==> src/rtl/mask_row_serializer.sv <==
// rtl/mask_row_serializer.sv - two-row mask buffer streaming rows as serial beats to the sensor
module mask_row_serializer #(
    parameter int maxImageSensorCols = 64,
    parameter int maxImageSensorRows = 64,
    parameter int serialWidth        = 8
) (
    input  logic                                  clk,
    input  logic                                  rst_n,
    input  logic                                  clk_en,
    input  logic [1:0]                            imageSensorResolution,
    input  logic [0:maxImageSensorCols-1]         mg_mask,
    input  logic                                  rp_valid,
    output logic                                  ms_ready,
    output logic [serialWidth-1:0]                ms_data,
    output logic                                  ms_valid,
    input  logic                                  ms_ready_in,
    output logic                                  ms_row_start,
    output logic                                  ms_frame_end,
    output logic [$clog2(maxImageSensorRows)-1:0] ms_row_idx,
    output logic                                  ms_overflow
);

    localparam int MAX_BEATS = maxImageSensorCols / serialWidth;
    localparam int BEAT_W    = (MAX_BEATS > 1) ? $clog2(MAX_BEATS) : 1;
    localparam int ROW_W     = $clog2(maxImageSensorRows);
    localparam int COL_W     = $clog2(maxImageSensorCols);

    typedef logic [BEAT_W:0] beat_cnt_t;
    typedef logic [ROW_W:0]  row_cnt_t;

    localparam beat_cnt_t BEATS_FULL = beat_cnt_t'(MAX_BEATS);
    localparam row_cnt_t  ROWS_FULL  = row_cnt_t'(maxImageSensorRows);

    typedef enum logic {
        IDLE = 1'b0,
        SEND = 1'b1
    } state_t;

    state_t                        state_q, state_d;
    logic [BEAT_W-1:0]             beat_q, beat_d;
    logic [ROW_W-1:0]              row_idx_q, row_idx_d;
    logic [1:0]                    res_q, res_d;
    logic                          wr_ptr_q, wr_ptr_d;
    logic                          rd_ptr_q, rd_ptr_d;
    logic [1:0]                    count_q, count_d;
    logic                          overflow_q, overflow_d;
    logic                          ready_q, ready_d;
    logic [maxImageSensorCols-1:0] row_mem_q [2];

    logic [maxImageSensorCols-1:0] row_in;
    logic [maxImageSensorCols-1:0] head_row;
    logic [COL_W-1:0]              bit_off;
    beat_cnt_t                     beats_last;
    row_cnt_t                      rows_last;
    logic                          sending;
    logic                          last_beat;
    logic                          last_row;
    logic                          xfer;
    logic                          pop;
    logic                          wr_accept;
    logic                          wr_drop;

    // Repack the column-ordered input so bit k of the stored row is column k.
    always_comb begin
        row_in = '0;
        for (int k = 0; k < maxImageSensorCols; k++) begin
            row_in[k] = mg_mask[k];
        end
    end

    // Row geometry for the latched resolution and the beat/pop/write qualifiers.
    always_comb begin
        beats_last = (BEATS_FULL >> res_q) - beat_cnt_t'(1);
        rows_last  = (ROWS_FULL >> res_q) - row_cnt_t'(1);
        sending    = (state_q == SEND);
        last_beat  = ({1'b0, beat_q} == beats_last);
        last_row   = ({1'b0, row_idx_q} == rows_last);
        xfer       = sending && ms_ready_in && clk_en;
        pop        = xfer && last_beat;
        // A full buffer still takes a row when the head row leaves on this same edge.
        wr_accept  = clk_en && rp_valid && ((count_q != 2'd2) || pop);
        wr_drop    = clk_en && rp_valid && !wr_accept;
    end

    // FIFO pointer, occupancy, ready and sticky overflow next-state.
    always_comb begin
        wr_ptr_d   = wr_ptr_q ^ wr_accept;
        rd_ptr_d   = rd_ptr_q ^ pop;
        count_d    = count_q;
        case ({wr_accept, pop})
            2'b10:   count_d = count_q + 2'd1;
            2'b01:   count_d = count_q - 2'd1;
            default: count_d = count_q;
        endcase
        ready_d    = (count_d != 2'd2);
        overflow_d = overflow_q | wr_drop;
    end

    // Beat/row sequencing; resolution is only resampled when a frame begins.
    always_comb begin
        state_d   = state_q;
        beat_d    = beat_q;
        row_idx_d = row_idx_q;
        res_d     = res_q;
        case (state_q)
            IDLE: begin
                if (count_q != 2'd0) begin
                    state_d = SEND;
                    beat_d  = '0;
                    if (row_idx_q == '0) begin
                        res_d = imageSensorResolution;
                    end
                end
            end
            SEND: begin
                if (xfer) begin
                    if (last_beat) begin
                        beat_d    = '0;
                        row_idx_d = last_row ? '0 : row_idx_q + 1'b1;
                        if (count_d != 2'd0) begin
                            state_d = SEND;
                            if (last_row) begin
                                res_d = imageSensorResolution;
                            end
                        end else begin
                            state_d = IDLE;
                        end
                    end else begin
                        beat_d = beat_q + 1'b1;
                    end
                end
            end
            default: state_d = IDLE;
        endcase
    end

    // Control and status registers; clk_en low freezes everything.
    always_ff @(posedge clk or negedge rst_n) begin
        if (!rst_n) begin
            state_q    <= IDLE;
            beat_q     <= '0;
            row_idx_q  <= '0;
            res_q      <= 2'b00;
            wr_ptr_q   <= 1'b0;
            rd_ptr_q   <= 1'b0;
            count_q    <= 2'd0;
            overflow_q <= 1'b0;
            ready_q    <= 1'b1;
        end else if (clk_en) begin
            state_q    <= state_d;
            beat_q     <= beat_d;
            row_idx_q  <= row_idx_d;
            res_q      <= res_d;
            wr_ptr_q   <= wr_ptr_d;
            rd_ptr_q   <= rd_ptr_d;
            count_q    <= count_d;
            overflow_q <= overflow_d;
            ready_q    <= ready_d;
        end
    end

    // Row storage; occupancy is tracked by count_q so the array needs no reset.
    always_ff @(posedge clk) begin
        if (wr_accept) begin
            row_mem_q[wr_ptr_q] <= row_in;
        end
    end

    // Beat selection from the head row; outputs derive only from registers so they hold during stalls.
    always_comb begin
        head_row     = row_mem_q[rd_ptr_q];
        bit_off      = COL_W'(beat_q * serialWidth);
        ms_valid     = sending;
        ms_data      = sending ? head_row[bit_off +: serialWidth] : '0;
        ms_row_start = sending && (beat_q == '0);
        ms_frame_end = sending && last_beat && last_row;
        ms_row_idx   = row_idx_q;
        ms_overflow  = overflow_q;
        ms_ready     = ready_q;
    end

endmodule

==> config.mk <==
export PLATFORM = sky130hd
export DESIGN_NAME = mask_row_serializer
export DESIGN_NICKNAME = d
export VERILOG_FILES = /design/src/rtl/mask_row_serializer.sv
export SDC_FILE = /design/constraint.sdc
export NUM_CORES = 1
export LEC_CHECK = 0
export CORE_MARGIN = 1.5
export CORE_UTILIZATION = 54
export CTS_CLUSTER_SIZE = 40
export DETAILED_ROUTE_END_ITERATION = 8
export PLACE_DENSITY = 0.81
export SLEW_MARGIN = 25
export SYNTH_ARGS = -nofsm -noshare
export SYNTH_HDL_FRONTEND = slang
export SYNTH_SLANG_ARGS = --single-unit
==> constraint.sdc <==
create_clock -name clk -period 4.9 [get_ports clk]
set_input_delay 0.735 -clock clk [delete_from_list [all_inputs] [get_ports clk]]
set_output_delay 0.735 -clock clk [all_outputs]
set_load 0.01 [all_outputs]
==> impl_summary.txt, run 1 <==
----------------------------------------------------
[Status]
  Status ... finished, final reports clean

[Yosys]
  Sequential cell area fraction in the yosys report ... a little over two thirds
  Syn. warnings ... 0
  Synth area leaders ... edfxtp_1 (62%), mux4_2 (15%), dfrtp_1 (6.9%), and2_1 (1.2%), ha_1 (1.2%)
  Netlist cell types ... around 50
  Total nets after synthesis ... around 420
  Count of flip-flops with a built-in enable after synthesis ... between 100 and 150
  Flip-flop and latch count after synthesis ... between 100 and 150
  Cells after synthesis ... 338
  Largest area contributor in the synthesized netlist ... edfxtp_1
  Synthesized cell area ... a little over 6000 um2
  Synth async-reset ratio ... around 12%
  Area fraction of the dominant cell type after synthesis ... 62.30%
  Dominant synthesized flop cell ... edfxtp_1
  Mean instance size in the synthesized netlist ... around 18 um2

[Clocking]
  Number of sinks driven by the clock tree ... between 100 and 150
  Post-CTS resize count ... 0
  Hold-fix buffers at CTS ... 0
  Number of buffers added for setup after CTS ... 0
  Clock insertion delay at the later pin of the skew report ... between 400 and 500 ps
  Clk root buf ... clkbuf_16
  Total clock buffers created by CTS ... 17
  Clock tree from TritonCTS ... built
  Clock transition at the registers of the reported paths ... 60 ps
  Number of H-tree levels ... 4
  Buffer depth of the longest clock path ... 2

[Die]
  Total Die Area ... approximately 12000 um2
  Site row count ... 38
  Initial Utilization ... a little under three fifths
  Die height ... 109.9 um
  I/O pin cnt ... 90
  Die width ... about 110 um
  Core region area ... between 10000 and 15000 um2

[Worst setup path]
  Class of the most critical setup path ... reg -> out
  Depth of the worst register-to-register path ... 6
  Maximum fanout encountered on the critical timing path ... 18
  CP endpoint kind ... output pin
  CP startpoint kind ... register
  Arrival time of the worst setup path ... roughly 3300 ps
  Critical Path RT ... 4160 ps

[Routing]
  Total wire length after detailed routing ... about 12 mm
  Antenna-violating nets left ... 0
  Number of detailed-route iterations in the first pass ... 4
  Routed via count ... roughly 3500
  Initial DRC Count ... 241
  Routed len/inst ... around 21 um
  DRC viols ... 0
  Detail-routed via count per cell ... approximately 6

[Job]
  Max-capacitance violation count ... 0

[Placed design]
  Number of buffer cells added on primary ports ... between 80 and 90
  Final RePlAce weighted congestion ... approximately 0.82
  Minimum setup slack after placement ... ~1100 ps
  Cell Area, Placed ... 7198 um2
  Final HPWL DP ... 7.648 mm

[Global route]
  Antenna violations before repair ... 0
  Global-route wire length before repair ... between 15 and 20 mm
  Number of global-route vias before repair ... ~3600
  Total gr overflow ... 0
  Overall routing resource usage ... roughly 23%
  Maximum number of pins on one net before global-route repair ... 40

[STA]
  Worst slew margin ... just under 40%
  Worst Hold Slack ... 462.4 ps
  Total count of max-transition violations in the final report ... 0
  Final critical path time including I/O delays and setup ... around 4000 ps
  Part of the cycle the worst path needs ... around four fifths
  Worst-margin pin slew ... just over 900 ps
  Setup slack of the critical path after layout ... about 900 ps
  Setup repair after global routing missed its margin ... false
  Max Freq ... 0.2498 GHz
  Number of hold violations in the final report ... 0
  Final Setup Violations ... 0
  Setup TNS Final ... 0 ps
  Worst clock skew on the final layout ... about 12 ps

[Pwr]
  Max rail drop VDD ... between 0.4 and 0.5 mV
  Leakage dissipation ... between 2 and 3 nW
  Areal power density over the cells ... between 500 and 600 nW/um2

[Min path]
  Hold depth ... 1
  Worst Hold Class ... reg -> reg

[Final layout]
  Number of inserted diodes ... 0
  Layout Utilization ... 70.90%
  Nets ... approximately 500
  Final Cell Area ... roughly 8000 um2
  Commonest non-fill, non-tap cells in the layout ... edfxtp_1 (128), clkdlybuf4s50_1 (89), mux4_2 (40)
  Leading cell type in the layout, fill and taps excluded ... edfxtp_1
  Layout overhead on the synthesized area ... 26.22%
  Fraction of layout cells with a size suffix above 1 ... between 10% and 20%

----------------------------------------------------
[sequential cells by signal, indices dropped and copies added, names as in the netlist]
register     cells
row_mem_q      128
ms_valid         1
ms_overflow      1
beat_q           3
ms_row_idx       6
rd_ptr_q         1
count_q          2
wr_ptr_q         1
res_q            2
ms_ready         1
[cells in the mapped netlist, drive strengths merged, types with 2 or more instances]
master / instances
ha: 6
o21ai: 3
nand3b: 2
o221ai: 2
clkbuf: 12
inv: 9
o211ai: 2
xnor2: 6
nor2: 11
nand4: 2
nor4: 5
nand2b: 4
and3: 4
buf: 8
or4: 2
nand3: 12
and2: 12
dfrtp: 17
nor3: 3
edfxtp: 128
a21o: 4
mux4: 40
a21oi: 8
o22ai: 2
mux2: 2
nand2: 14
a21boi: 2
[power breakdown]
part | internal, mW | switching [mW]
clock network | 0.800 | 0.483
logic | 0.650 | 0.471
registers | 1.55 | 0.192
[kinds of logic after synthesis]
group / synth area share, %
flops: 69.62
simple gates: 7.098
mux: 15.13
compound gates: 3.793
buf+inv: 2.292
xor+xnor: 0.8517
fa+ha+maj: 1.217
[worst max-delay path: stages (launching register included)]
cell             delay, ps
dfrtp_2                750
buf_4                  380
mux4_2                 550
mux4_2                 500
and2_1                 200
clkdlybuf4s50_1        480
[final cells by class]
type | instances | area [um2]
clock buffers | 19 | 432.9
clock inverters | 12 | 156.4
fillers | 697 | 3196
inverters | 9 | 33.78
multi-input cells | 163 | 1738
flip-flops and latches | 146 | 4298
well taps | 140 | 175.2
repair buffers | 94 | 953.4
[final timing paths]
check,start,to,slack (ps)
worst min-delay path,ms_overflow,ms_overflow,460
worst max-delay path,rd_ptr_q,ms_data[0],900
worst max register to register,beat_q[0],row_mem_q[0][24],1190
max in group asynchronous,rst_n,rd_ptr_q,3490
min in group asynchronous,rst_n,ms_row_idx[3],820
worst min register to register,ms_overflow,ms_overflow,460
[routing by layer]
| layer | global-route usage, % | vias to the layer above | share of wire, % |
|---|---|---|---|
| met1 | 28.42 | 1760 | 41 |
| met3 | 5.750 | 20 | 5.0 |
| met2 | 37.36 | 129 | 52 |
| li1 | - | 1544 | - |
| met4 | 10.02 | 0 | 2.0 |
| met5 | 0 | - | 0 |
[stage by stage]
step | cells | power, mW
after global placement | 552 | 2.838
after detailed placement | 552 | 2.871
after CTS | 583 | 4.173
after floorplan | 338 | 2.460
after global routing | 583 | 4.325
final | 583 | 4.143
Power figures use the tool's default switching activity.
==> run 2: changes to the inputs <==
clock period = 4 ns   (was 4.9 ns; I/O delays follow)
==> impl_summary.txt, run 2 (synthesized netlist as in run 1, its figures left out) <==
----------------------------------------------------
[Job]
  Max-capacitance violation count ... 0 (unchanged)

[Routing]
  Number of detailed-route iterations in the first pass ... 4 (unchanged)
  DRC viols ... 0 (unchanged)
  Routed len/inst ... 20.24 um (-3.3%)
  Met2 WL ... 6.267 mm (-1.5%)
  Antenna-violating nets left ... 0 (unchanged)
  Total wire length after detailed routing ... 11.88 mm (-2.7%)
  Routed met3 length ... 514 um (-16%)
  Routed length on met1 ... 4.901 mm (-1.7%)
  Highest metal layer with signal wires ... met4
  Detail-routed via count per cell ... 5.830 (-1.6%)
  Routed via count ... 3422 (-0.90%)
  Initial DRC Count ... 279 (+16%)

[Placed design]
  Cell Area, Placed ... 7246 um2 (+0.66%)
  Final RePlAce weighted congestion ... 0.8363 (+2.6%)
  Number of buffer cells added on primary ports ... 89 (unchanged)
  Final HPWL DP ... 7.522 mm (-1.7%)
  Number of placed cells counting well taps ... 555 (+0.54%)

[Clocking]
  Number of buffers added for setup after CTS ... 0 (unchanged)
  Post-CTS resize count ... 0 (unchanged)
  Clock transition at the registers of the reported paths ... 60 ps (about the same)
  Total clock buffers created by CTS ... 17 (unchanged)
  Number of sinks driven by the clock tree ... 146 (unchanged)
  Clock insertion delay at the later pin of the skew report ... 410 ps (about the same)
  Clk root buf ... clkbuf_16
  Number of H-tree levels ... 4 (unchanged)
  Buffer depth of the longest clock path ... 2 (unchanged)
  Clock tree from TritonCTS ... built
  Hold-fix buffers at CTS ... 0 (unchanged)

[Status]
  Status ... finished, final reports clean

[Global route]
  Overall routing resource usage ... 21.75% (-0.87 points)
  Antenna violations before repair ... 0 (unchanged)
  Maximum number of pins on one net before global-route repair ... 65 (+63%)
  Number of global-route vias before repair ... 3625 (+1.2%)
  Global-route wire length before repair ... 18.63 mm (-2.7%)
  Total gr overflow ... 0 (unchanged)

[Final layout]
  Final Cell Area ... 7792 um2 (about the same)
  Fraction of layout cells with a size suffix above 1 ... 20.81% (+1.4 points)
  Number of inserted diodes ... 0 (unchanged)
  Leading cell type in the layout, fill and taps excluded ... edfxtp_1
  Register with the most flip-flops ... row_mem_q
  Post-route insts no fill ... 587 (+0.69%)
  Layout overhead on the synthesized area ... 26.30% (about the same)
  Nets ... 511 (+0.59%)
  Commonest non-fill, non-tap cells in the layout ... edfxtp_1 (128), clkdlybuf4s50_1 (89), mux4_2 (40)
  Layout Utilization ... 70.95% (about the same)
  Flip-flop count of the largest register after layout ... 128 (unchanged)

[Worst setup path]
  Critical Path RT ... 3400 ps (-760 ps)
  CP startpoint kind ... register
  Worst path max stage delay ... 720 ps (-30 ps)
  Cell repeated most along the worst path ... mux4_2
  Arrival time of the worst setup path ... 3110 ps (-160 ps)
  Library cell contributing the largest single delay on the critical path ... dfrtp_2
  CP endpoint kind ... output pin
  Class of the most critical setup path ... reg -> out
  Top cell family by delay on the critical path ... multiplexers
  Flop-to-flop setup slack ... 960 ps (-230 ps)
  Buffers plus inverters on the worst setup path ... 2 (unchanged)
  CP cell instances ... buf_4 > mux4_2 > mux4_2 > and2_1 > clkdlybuf4s50_1
  Maximum fanout encountered on the critical timing path ... 15 (-3)

[Pwr]
  Areal power density over the cells ... 635.4 nW/um2 (+19%)
  Leakage dissipation ... 2.639 nW (+0.17%)
  Switching Share ... 28.94% (+1.3 points)
  Proportion of power drawn by the clock network ... 29.1% (-1.9 points)
  Portion of total power attributed to sequential cells ... 43.1% (+1.1 points)
  Max rail drop VDD ... 0.3696 mV (-18%)
  Power share of the combinational group ... 27.8% (+0.7 points)
  Switching power ... 1.433 mW (+25%)
  Cell Int Power ... 3.518 mW (+17%)

[STA]
  Worst slew margin ... 38.12% (-1.5 points)
  Setup repair after global routing missed its margin ... false
  Final Setup Violations ... 0 (unchanged)
  Max Freq ... 0.2694 GHz
  Worst Hold Slack ... 460.9 ps (-1.463 ps)
  Final critical path time including I/O delays and setup ... 3712 ps
  Number of hold violations in the final report ... 0 (unchanged)
  Worst-margin pin slew ... 925.2 ps (+19.87 ps)
  Worst clock skew on the final layout ... 9.386 ps (-2.557 ps)
  Part of the cycle the worst path needs ... between 90% and 100%
  Total count of max-transition violations in the final report ... 0 (unchanged)
  Setup TNS Final ... 0 ps (unchanged)

[Die]
  I/O pin cnt ... 90 (unchanged)
  Total Die Area ... 12080 um2 (unchanged)
  Initial Utilization ... 56.17% (unchanged)
  Core region area ... 10980 um2 (unchanged)
  Die height ... 109.9 um (unchanged)
  Site row count ... 38 (unchanged)
  Die width ... 109.9 um (unchanged)

[Min path]
  Worst Hold Class ... reg -> reg

----------------------------------------------------
## run 2: power groups by stage
stage / registers [mW] / logic, mW / clock network [mW]
after floorplan: 2.01 / 1.00 / 0
after global placement: 2.15 / 1.34 / 0
after detailed placement: 2.17 / 1.37 / 0
after CTS: 2.14 / 1.39 / 1.47
after global routing: 2.17 / 1.49 / 1.53
final: 2.13 / 1.38 / 1.44
## run 2: path summary, 6_finish.rpt
kind                             start               end  cells past startpoint
setup / recovery              rd_ptr_q        ms_data[3]                      5
hold / removal             ms_overflow       ms_overflow                      1
setup reg to reg             beat_q[0]  row_mem_q[1][48]                      6
hold reg to reg            ms_overflow       ms_overflow                      1
max in group asynchronous        rst_n         beat_q[0]                      1
min in group asynchronous        rst_n       ms_overflow                      1
## run 2: layout make-up
type                            instances  area [um2]
Multi-Input combinational cell        163        1738
Inverter                                9       33.78
Timing Repair Buffer                   97        1001
Sequential cell                       146        4298
Fill cell                             653        3191
Clock inverter                         15       121.4
Clock buffer                           17       425.4
Tap cell                              140       175.2
## run 2: metal layers
metal  GRT usage, %  up-vias
met5              0        -
met4          10.30        0
met3          5.394       18
met2          36.16      123
met1          26.87     1723
li1               -     1558
## run 2: through the flow
stage                     worst slack, ps  power (mW)
final                               288.2       4.951
after global routing                128.8       5.189
after CTS                           218.5       4.998
after detailed placement            697.6       3.534
after global placement              746.6       3.487
after floorplan                     293.0       3.013
